### src/rtl/id_hazard_ctrl.sv
// Decode-stage register scoreboard: counts in-flight writes per register and
// withholds id_ready while a source is pending or write tracking is exhausted.
module id_hazard_ctrl #(
  parameter int CNT_W        = 2,
  parameter int MAX_INFLIGHT = 4,
  parameter int INF_W        = 3
) (
  input  logic             clk,
  input  logic             rst,
  input  logic             id_valid,
  input  logic             rs1_r_ena,
  input  logic [4:0]       rs1_r_addr,
  input  logic             rs2_r_ena,
  input  logic [4:0]       rs2_r_addr,
  input  logic             rd_w_ena,
  input  logic [4:0]       rd_w_addr,
  output logic             id_ready,
  input  logic             wb_valid,
  input  logic [4:0]       wb_addr,
  input  logic             flush,
  output logic [31:0]      busy_mask,
  output logic [INF_W-1:0] inflight,
  output logic             wb_err
);

  logic [CNT_W-1:0] cnt     [32];
  logic [CNT_W-1:0] cnt_nxt [32];
  logic [31:0]      busy_nxt;
  logic [INF_W-1:0] inflight_nxt;

  logic trk, raw, waw_sat, full, fire, inc, ret, err_set;

  always_comb begin
    trk     = rd_w_ena & (rd_w_addr != 5'd0);
    raw     = (rs1_r_ena & (rs1_r_addr != 5'd0) & (cnt[rs1_r_addr] != '0)) |
              (rs2_r_ena & (rs2_r_addr != 5'd0) & (cnt[rs2_r_addr] != '0));
    waw_sat = trk & (cnt[rd_w_addr] == '1);
    full    = (inflight == INF_W'(MAX_INFLIGHT));
    id_ready = ~rst & ~flush & ~raw & ~(trk & (waw_sat | full));
    fire    = id_valid & id_ready;
    inc     = fire & trk;
    ret     = wb_valid & (wb_addr != 5'd0) & (cnt[wb_addr] != '0);
    err_set = wb_valid & (wb_addr != 5'd0) & (cnt[wb_addr] == '0);
  end

  // Next-state: issue and retire applied in sequence so a same-register pair cancels.
  always_comb begin
    cnt_nxt      = cnt;
    inflight_nxt = inflight;
    if (flush) begin
      for (int i = 0; i < 32; i++) cnt_nxt[i] = '0;
      inflight_nxt = '0;
    end else begin
      if (inc) cnt_nxt[rd_w_addr] = cnt_nxt[rd_w_addr] + CNT_W'(1);
      if (ret) cnt_nxt[wb_addr]   = cnt_nxt[wb_addr] - CNT_W'(1);
      if (inc && !ret)      inflight_nxt = inflight + INF_W'(1);
      else if (ret && !inc) inflight_nxt = inflight - INF_W'(1);
    end
    busy_nxt = '0;
    for (int i = 1; i < 32; i++) busy_nxt[i] = (cnt_nxt[i] != '0);
  end

  always_ff @(posedge clk) begin
    if (rst) begin
      for (int i = 0; i < 32; i++) cnt[i] <= '0;
      inflight  <= '0;
      busy_mask <= '0;
      wb_err    <= 1'b0;
    end else begin
      cnt       <= cnt_nxt;
      inflight  <= inflight_nxt;
      busy_mask <= busy_nxt;
      if (err_set) wb_err <= 1'b1;
    end
  end

endmodule

### config.mk
export PLATFORM = sky130hd
export DESIGN_NAME = id_hazard_ctrl
export DESIGN_NICKNAME = d
export VERILOG_FILES = /design/src/rtl/id_hazard_ctrl.sv
export SDC_FILE = /design/constraint.sdc
export NUM_CORES = 1
export LEC_CHECK = 0
export BUFFER_PORTS_ARGS = -buffer_cell sky130_fd_sc_hd__buf_2
export CORE_MARGIN = 3
export CORE_UTILIZATION = 50
export DETAILED_ROUTE_END_ITERATION = 8
export PLACE_DENSITY = 0.75
export SLEW_MARGIN = 20
export SYNTH_ARGS = -nofsm -noshare
export SYNTH_HDL_FRONTEND = slang
export SYNTH_SLANG_ARGS = --single-unit
export TNS_END_PERCENT = 50
### constraint.sdc
create_clock -name clk -period 19.3 [get_ports clk]
set_clock_uncertainty 0.15 [all_clocks]
set_input_delay 3.86 -clock clk [delete_from_list [all_inputs] [get_ports clk]]
set_output_delay 3.86 -clock clk [all_outputs]
set_load 0.005 [all_outputs]
==> flow_summary.toml <==
[layout]
synthToLayoutAreaGrowth_pct = 9.306
nets = 1037
final_layout_size_suffix_gt1_frac = 0.1929
final_cells = 1222
final_util = 0.5606
antennaDiodeCount = 0

[synth]
synth_ff_type = "dfxtp_1"
synth_enable_flop_cells = 0
ys_types = 81
synth_top_area_frac = 0.2533
async_reset_ff_frac = 0
synth_most_common_cell = "nor2_1"
yosysSeqAreaShare = 0.2533
syn_inst = 995
synthTopCellsByArea = "dfxtp_1 (25%), mux4_2 (8.9%), nor2_1 (7.8%)"
syn_avg_cell_area_sq_um = 7.864
yosys.area.top_type = "dfxtp_1"
yosysWarnings = 0
synth_seq_cells = 99
synth_common_cells = "nor2_1 (162), dfxtp_1 (99), nand2_1 (93), a21oi_1 (64)"
syn_nets = 1026
netlist_area_sq_mm = 0.007825

[timing]
max_clock_freq_mhz = 80.12
min_period_over_period = 0.6467
post-route-min-period_ns = 12.48
hold_viol_final = 0
timing.slew.headroom = 0.2564
setup_tns_ns = 0
rsz0062_at_grt = "no"
worst_slack_ns = 6.819
worst_pin_slew_ns = 1.111
setup_viol = 0
finalMaxSlewViolations = 0

[place]
dp_cells = 1205
io_buffers = 63
place.gp.congestion = 1.041
place_ws_ns = 7.004
dp_hpwl_um = 25330

[route]
routedWlPerCell_um = 28.74
drtIter0Drc = 1437
wl_um = 35120
vias_per_cell = 7.291
drtPass1Iterations = 8
via_count = 8909
final_antenna_net_count = 0
drc = 0

[critical_path]
cp_max_fo = 38
cpMostUsedCell = "buf_2"
critPathArrivalTime_ns = 8.47
crit_slowest_cell = "inv_1"
cp-start-kind = "input port"
crit_chain = "buf_2, mux4_2, a22oi_1, and4_1, buf_4, clkinv_1, ha_1, o21ai_0, nor2_1, nor4_1, o2111ai_2, inv_1, buf_2"
endpoint_kind = "output pin"
slowest_delay_ns = 0.68
crit_required_ns = 15.29
critPathKind = "in -> out"

[grt]
grt_pass1_wl_um = 51460
grt_overflow_total = 0
grt_pass1_vias = 8245
antenna_found_initial = 1
grt_max_degree = 65
track_usage = 0.3883

[clocking]
ctsHoldBuffers = 0
cts_resized = 0
clk_path_buf_depth = 2
clock_sinks = 99
clkTransAtPathRegs_ns = 0.06
cts_made_buffers = 9
clock_latency_ns = 0.36
root_buffer = "clkbuf_16"
cts_setup_buffers = 0
cts_tree = "yes"
htree_levels = 3

[outcome]
outcome = "finished, final reports clean"

[power]
switchingPower_mw = 0.1346
peakVddDrop_mv = 0.03809
internal_power_mw = 0.3146
power_mw = 0.4492
p_per_area_mw_per_mm2 = 52.52
p_leak_nw = 2.923
clkPwrFrac = 0.388
seq_power_share = 0.457
power_frac_comb = 0.155
p_sw_frac = 0.2997

[run]
drv_cap = 0

[die]
die_height_um = 131.1
dieArea_sq_mm = 0.01719
initial_core_util = 0.5128
ioPinCount = 65
fp.coreArea_sq_mm = 0.01526
rows = 45
die_w_um = 131.1

[worst_hold_path]
hp-class = "reg -> reg"
final timing paths:
path              endpoint         start  cells past startpoint  slack, ns
hold reg to reg     wb_err        wb_err                      2       0.33
setup / recovery  id_ready  rd_w_addr[0]                     13       6.82
setup reg to reg   cnt[49]       cnt[48]                     19      11.43
hold / removal      wb_err        wb_err                      2       0.33
routing by layer:
metal	vias up	GRT usage	wire (um)
met3	185	0.1397	5149
li1	3790	-	-
met5	-	0	18
met4	2	0.1943	2063
met2	757	0.5550	14480
met1	4175	0.5180	13410
power groups by stage:
stage          clock [mW]  sequential (mW)  combinational (mW)
6_report            0.174            0.205              0.0696
5_1_grt             0.182            0.205              0.0725
4_1_cts             0.174            0.205              0.0656
3_5_place_dp            0            0.210              0.0654
3_3_place_gp            0            0.210              0.0653
2_1_floorplan           0            0.210              0.0446
cell families after synthesis:
family | after synthesis | synth area share
XOR/XNOR | 3 | 0.004318
buffers and inverters | 100 | 0.05357
AO/OA/AOI/OAI | 287 | 0.2665
multiplexers | 89 | 0.1665
other | 1 | 0.0004792
adder cells (fa/ha/maj) | 3 | 0.005756
AND/OR/NAND/NOR | 413 | 0.2496
flip-flops | 99 | 0.2533
layout by cell type, fill, tap and decap left out, types with 5 or more instances in the layout:
cell,netlist,final
nor2_1,162,160
nor4_1,5,5
or3_1,7,7
clkbuf_16,0,9
mux4_2,31,31
a22oi_1,9,9
mux2_2,19,19
a221oi_1,9,8
nor3b_1,10,10
and2_1,7,7
nand4_1,9,9
nor3_1,36,35
inv_1,13,13
a21oi_1,64,64
o211ai_1,24,24
nor4b_1,7,7
buf_4,4,21
nand2_1,93,93
o31ai_1,6,6
a311o_1,5,5
buf_2,17,63
o21ai_0,52,52
and3_1,5,5
mux2i_1,39,39
nand3_1,26,26
a211oi_1,22,22
a2111oi_1,4,5
or2_2,8,8
dfxtp_1,99,99
o2111ai_1,5,5
a311oi_1,7,7
a2111oi_0,18,16
nor2b_1,16,16
a211oi_2,9,9
registers in the layout, summed over array words and instances, names as in the netlist:
| name | cells |
|---|---|
| inflight | 3 |
| cnt | 64 |
| wb_err | 1 |
| busy_mask | 31 |
final cells by class:
| class | count | area, sq um |
|---|---|---|
| multi-input combinational | 796 | 5472 |
| clock inverter | 6 | 40.04 |
| tap | 211 | 264.0 |
| fill | 1472 | 6705 |
| timing repair buffer | 85 | 500.5 |
| clock buffer | 10 | 239.0 |
| inverter | 15 | 56.30 |
| sequential | 99 | 1982 |
per-stage QoR:
stage                     cell area (sq um)  hold WS, ns
after floorplan                        7825       0.3105
after global placement                 8233       0.2995
after detailed placement               8233       0.3046
after CTS                              8512       0.3256
after global routing                   8553       0.3695
final                                  8553       0.3257
critical path: cells and delay by family:
family / cells / cell delay [ns]
compound gates: 3 / 0.71
fa+ha+maj: 1 / 0.33
buf+inv: 5 / 2.35
mux: 1 / 0.59
simple gates: 3 / 0.60
(Power assumes the default switching activity.)
